### src/rtl/dec_scan.sv
// dec_scan: binary-to-one-hot decoder with registered output
// and an autonomous scan mode that walks the hot bit with a dwell.
module dec_scan #(
    parameter int SEL_W   = 2,
    parameter int DWELL   = 4,
    parameter int DIS_VAL = 1,
    localparam int OUT_W  = 2 ** SEL_W
) (
    input  logic             clk,
    input  logic             rst,
    input  logic             en,
    input  logic             mode,
    input  logic [SEL_W-1:0] sel,
    input  logic             load,
    output logic [OUT_W-1:0] y,
    output logic [SEL_W-1:0] idx,
    output logic             wrap
);

    localparam int CNT_W = (DWELL > 1) ? $clog2(DWELL) : 1;
    localparam logic [CNT_W-1:0] CNT_LAST = CNT_W'(DWELL - 1);
    localparam logic [OUT_W-1:0] DIS_Y =
        (DIS_VAL != 0) ? {OUT_W{1'b1}} : {OUT_W{1'b0}};
    localparam logic [OUT_W-1:0] ONE = OUT_W'(1);

    typedef enum logic [1:0] {
        IDLE   = 2'd0,
        DECODE = 2'd1,
        SCAN   = 2'd2
    } state_t;

    state_t             state_q, state_d;
    logic [OUT_W-1:0]   y_q, y_d;
    logic [SEL_W-1:0]   idx_q, idx_d;
    logic [SEL_W-1:0]   idx_inc;
    logic               wrap_q, wrap_d;
    logic [CNT_W-1:0]   cnt_q, cnt_d;

    assign idx_inc = idx_q + SEL_W'(1);

    // State and output registers; reset forces the disabled pattern.
    always_ff @(posedge clk or posedge rst) begin
        if (rst) begin
            state_q <= IDLE;
            y_q     <= DIS_Y;
            idx_q   <= '0;
            wrap_q  <= 1'b0;
            cnt_q   <= '0;
        end else begin
            state_q <= state_d;
            y_q     <= y_d;
            idx_q   <= idx_d;
            wrap_q  <= wrap_d;
            cnt_q   <= cnt_d;
        end
    end

    // Mode selection from en/mode, then next output for that mode.
    always_comb begin
        state_d = IDLE;
        y_d     = y_q;
        idx_d   = idx_q;
        wrap_d  = 1'b0;
        cnt_d   = '0;
        if (en) begin
            state_d = mode ? SCAN : DECODE;
        end
        unique case (state_d)
            IDLE: begin
                y_d = DIS_Y;
            end
            DECODE: begin
                y_d   = ONE << sel;
                idx_d = sel;
            end
            SCAN: begin
                // Entry or load restarts at sel and beats any advance.
                if (state_q != SCAN || load) begin
                    y_d   = ONE << sel;
                    idx_d = sel;
                end else if (cnt_q == CNT_LAST) begin
                    y_d    = ONE << idx_inc;
                    idx_d  = idx_inc;
                    wrap_d = (idx_q == {SEL_W{1'b1}});
                end else begin
                    cnt_d = cnt_q + CNT_W'(1);
                end
            end
            default: begin
                y_d = DIS_Y;
            end
        endcase
    end

    assign y    = y_q;
    assign idx  = idx_q;
    assign wrap = wrap_q;

endmodule
### config.mk
export PLATFORM = sky130hd
export DESIGN_NAME = dec_scan
export DESIGN_NICKNAME = d
export VERILOG_FILES = /design/src/rtl/dec_scan.sv
export SDC_FILE = /design/constraint.sdc
export NUM_CORES = 1
export LEC_CHECK = 0
export CAP_MARGIN = 20
export CORE_MARGIN = 4
export CORE_UTILIZATION = 38
export DETAILED_ROUTE_END_ITERATION = 6
export HOLD_SLACK_MARGIN = 0.08
export MAX_ROUTING_LAYER = met4
export PLACE_DENSITY = 0.73
export SLEW_MARGIN = 5
export SYNTH_ARGS = -nofsm -noshare
export SYNTH_HDL_FRONTEND = slang
export SYNTH_SLANG_ARGS = --single-unit
### constraint.sdc
create_clock -name clk -period 4.5 [get_ports clk]
set_clock_uncertainty 0.15 [all_clocks]
set_input_delay 1.35 -clock clk [delete_from_list [all_inputs] [get_ports clk]]
set_output_delay 1.35 -clock clk [all_outputs]
set_load 0.05 [all_outputs]
# [Word level (Yosys, flattened, before mapping)]
# Index checks and enable logic that the tools add are counted.
[word_totals] inputBits=7 out_inout_bits=7 word_cells=32 register_bits=11
[classes] mux=14 eq_ne=6 addsub=2 n_reduce_logical=3 n_shift=2
[op_table] cell="$mux W2" count=7
[op_table] cell="$mux W4" count=2
[op_table] cell="$pmux W4 S2" count=1
[op_table] cell="$shl A1 B2 Y4 const A" count=2
[op_table] cell="$eq A2 B2 Y1 const B" count=3
[op_table] cell="$add A2 B1 Y2 const B" count=2
[op_table] cell="$pmux W2 S2" count=1
[op_table] cell="$mux W1" count=3
[op_table] cell="$ne A3 B3 Y1 const B" count=1
[op_table] cell="$eq A2 B1 Y1 const B" count=1
[op_table] cell="$ne A2 B2 Y1 const B" count=1
[op_table] cell="$reduce_and A2 Y1" count=1
[op_table] cell="$reduce_bool A2 Y1" count=1
[op_table] cell="$logic_or A1 B1 Y1" count=1

# [Logic depth before layout (Yosys ltp)]
[depth] depth_word=5 ltp_mapped=5 depth_no_buf=5

# [Least setup slack after synthesis]
# Ideal clock, no wire load.
[synth_timing] path_type="input-to-reg" startpoint="input load" endpoint="register idx_q[0] (netlist: idx[0])" path_buffers=0 path_slack_ns=2.142 arrival_time_ns=2.072 cell_stages=4 path_cell_list="nand2b_1 o31ai_4 nand3b_1 o311ai_1"
[synth_via] elab_chain_len=3 word_cells_on_any_way=5 cone_classes="1 x eq/ne; 2 x mux; 2 x reduce/logical"
[synth_lines] item="from (decl)" line_no="14" source="input logic load,"
[synth_lines] item="$logic_or A1 B1 Y1 *" line_no="78" source="if (state_q != SCAN || load) begin"
[synth_lines] item="$mux W2 or $ne A3 B3 Y1 (tied branches)"
[synth_lines] item="$pmux W2 S2 or $reduce_and A2 Y1 (tied branches)"
[synth_lines] item="to (signal assigned)" line_no="52" source="idx_q <= idx_d;"
[synth_lines] item="to (decl)" line_no="34" source="logic [SEL_W-1:0] idx_q, idx_d;"
# Mark *: on every way between the ends. The rest lies on a longest branch, timed or not.
# A chain may end at the register's enable or synchronous reset.

# [Worst setup path after layout]
[layout_timing] startpoint="register y_q[2] (netlist: y[2])" endpoint="output y[2]"
[layout_lines] item="from (decl)" line_no="33" source="logic [OUT_W-1:0] y_q, y_d;"
[layout_lines] item="from (signal assigned)" line_no="51" source="y_q <= y_d;"
[layout_lines] item="to (decl)" line_no="15" source="output logic [OUT_W-1:0] y,"
# No word-level cell between the ends.

==> summary by stage <==
CTS
TritonCTS created 3 clock buffers. Gates resized during post-CTS repair numbered 0. The clock passes through at most 2 buffers. The count of hold-fix buffers inserted at cts is 0.

The clock network latency to the later pin of the worst-skew pair is 0.26 ns. The TritonCTS clock tree is yes. The clock drives 11 sinks.

The buffer count from post-CTS setup fixing is 0. The clock slew at the register clock pins of the worst setup and hold paths is 0.07 ns. The H-tree depth is 1.

The buffer type at the clock tree root is clkbuf_4.

Detailed routing
The pre-antenna-repair detailed-routing pass consisted of 4 iterations. The total detailed-routing wirelength is 1170 um. The average vias per placed instance is 5.08. For this run, design rule violations remaining after detail routing come to 0. The remaining antenna violation count is 0. The via count is approximately 460. In this run, the number of DRC markers left after iteration 0 of detailed routing was 7. The average wire per cell in the routed design is 12.9 um.

Placed design
At the end of routability-driven placement, the weighted congestion stood at 0.891. The count of input and output buffers is 13. The post-detailed-placement half-perimeter wirelength is 945 um.

Power
IR analysis of the VDD net gives a maximum drop of 141 uV. For this design the static power due to leakage is about 0.37 nW. For this design the ratio of total power to cell area is 292 nW/um2.

Synthesis
Yosys attributes the largest share of cell area to dfrtp_1, dfstp_2, ha_1, nand2_1, o31ai_4. The mapped netlist covers 629 um2. The distinct cell type count of the synthesized netlist is 26. Summed over all instances, the cell type with the most area after synthesis is dfrtp_1. The most common cell in the synthesized netlist is dfrtp_1.

The part of the Yosys area used for sequential elements is 0.445. Counting flops and latches in the post-synthesis netlist gives 11. In this run the mean area of a mapped cell was 10.9 um2.

The share of the synthesized area in the top cell type is 0.278. Synthesis produced a netlist with a net count of 71. The gate count of the mapped netlist is 58.

The synthesized design contains 0 enable-type register cells. Yosys printed 0 warnings. The async set or reset register ratio after synthesis is 1.00.

By count the netlist is led by dfrtp_1, ha_1, nand2_1. For this run, the leading register cell type out of synthesis is dfrtp_1.

Timing
Setup violations remaining at the end of the flow were counted as 0. The worst slew slack as a fraction of its limit is 0.664. Setup repair after global routing left no endpoint under its margin.

The number of hold-slack violations in the final timing report was 0. The final-report max-slew violation count is 0. The worst path needs roughly 3 ns of the cycle, external delays included.

The transition time at the pin with the least slew margin is 0.502 ns. Timing would allow up to 323 MHz. Dividing the final minimum period by the clock period gives 0.687. Adding up every negative setup slack in the final design gives 0 ns.

Layout
The share of final-layout standard cells stronger than drive strength 1 is 0.173. The area growth from synthesis to layout is 28.0%. The repair_antennas step left the layout with diodes totalling 0. For this run, the post-layout net count is 89. The utilization after layout is 0.523.

Critical path
The capturing element type of the critical path is an output port. The largest stage delay on the critical path is 0.80 ns. The cell at the slowest stage of the critical path is clkdlybuf4s50_1.

STA puts the critical path data required time at 3.00 ns. Together, buffers and inverters on the worst path number 1. The critical path is of the register to output port type. The peak fanout along the critical path is 2.

The signal on the critical path passes through clkdlybuf4s50_1. The kind of cell with the highest combined delay along the critical path is buffers and inverters. The arrival time reported for the critical path endpoint is 1.59 ns. The startpoint type of the worst setup path is a register.

Floorplan
The die span in y is 48.7 um. The die covers 2370 um2. The top-level port count is 14.

In this run the horizontal extent of the chip is 48.7 um. The area of the core region is 1540 um2. The initial utilization of the core area, before any placement, comes to 0.408.

The floorplan has 14 rows.

Flow run
The max-cap violation count is 0.

Global route
In the global route stage, met1 resource usage came out at 0.144. The largest net degree at the start of global routing is 12. The met3 track demand over resource is 0.0368. The via count of the first global-routing pass is 466.

The sum of overflow across all layers after global routing is 0. The first-pass GRT wire length is about 2000 um. For met2 alone, demand over resource in global routing was 0.159. The layer flagged by global routing as most heavily used is met2. The initial antenna violation count is 0. Across every metal layer, demand over resource in global routing totals 0.113.

Run status
The flow ran to the end, and the final reports show no timing, DRC or antenna violations.

Worst hold path
The worst hold path belongs to the class register to register.
-- cells in the final DEF (no fill, tap or decap) --
| cell | count |
|---|---|
| nor2_4 | 1 |
| a21oi_1 | 4 |
| and2_2 | 1 |
| o21ai_1 | 1 |
| o31ai_4 | 1 |
| nand2_1 | 6 |
| ha_1 | 6 |
| and2_1 | 1 |
| dfrtp_1 | 7 |
| nor2_1 | 4 |
| o311ai_1 | 1 |
| inv_1 | 5 |
| o221ai_1 | 2 |
| nand2b_1 | 1 |
| clkbuf_1 | 1 |
| dfstp_2 | 4 |
| mux2i_1 | 1 |
| clkbuf_4 | 3 |
| and3_1 | 1 |
| a22o_1 | 2 |
| nand3_1 | 2 |
| nor3b_1 | 1 |
| o21ai_0 | 1 |
| nand3b_4 | 1 |
| nand3b_1 | 1 |
| nor3_1 | 1 |
| nand2b_4 | 1 |
| clkdlybuf4s50_1 | 13 |
| or3_4 | 1 |
-- state kept, by name (all words and copies together), names as in the netlist --
register,cells
y,4
state_q,2
wrap,1
idx,2
cnt_q,2
-- report_power, final --
group          internal [W]  switching [W]
Clock             0.0000343      0.0000314
Sequential         0.000107     0.00000591
Combinational     0.0000221      0.0000348
Total              0.000163      0.0000722
-- routing by layer --
metal	share of wire	wire [um]
met2	0.46	534
met4	0	0
met1	0.50	589
met5	0	0
met3	0.041	48
-- final timing paths --
check,from,end,slack [ns],cells after the start
max,y[2]$_DFFE_PP1P_,y[2],1.41,1
max reg2reg,cnt_q[0]$_DFF_PP0_,idx[0]$_DFFE_PP0P_,2.87,4
min,cnt_q[0]$_DFF_PP0_,cnt_q[0]$_DFF_PP0_,0.28,1
max in group asynchronous,rst,y[3]$_DFFE_PP1P_,2.65,2
min reg2reg,cnt_q[0]$_DFF_PP0_,cnt_q[0]$_DFF_PP0_,0.28,1
min in group asynchronous,rst,state_q[0]$_DFF_PP0_,1.22,2
-- cell families after synthesis --
| kind of cell | Yosys count | share of synthesized area |
|---|---|---|
| AO/OA/AOI/OAI | 12 | 0.151 |
| adder cells (fa/ha/maj) | 6 | 0.119 |
| buffers and inverters | 5 | 0.0298 |
| flip-flops | 11 | 0.445 |
| multiplexers | 1 | 0.0159 |
| AND/OR/NAND/NOR | 23 | 0.239 |
-- area by class of cell --
cell class | instances | area [um2]
clock buffer | 4 | 26.3
multi-input combinational | 42 | 330
timing repair buffer | 13 | 130
tap | 16 | 20.0
fill | 147 | 736
sequential | 11 | 280
inverter | 5 | 18.8
-- per-stage QoR --
stage	total power, W	setup WS (ns)	hold slack [ns]	instance area (um2)	instances
floorplan	0.000150	2.14	0.257	629	58
global placement	0.000171	1.59	0.270	779	87
detailed placement	0.000172	1.53	0.279	779	87
CTS	0.000240	1.39	0.288	806	91
global route	0.000250	1.35	0.300	806	91
finish	0.000235	1.41	0.278	806	91
Power figures use the tool's default switching activity.
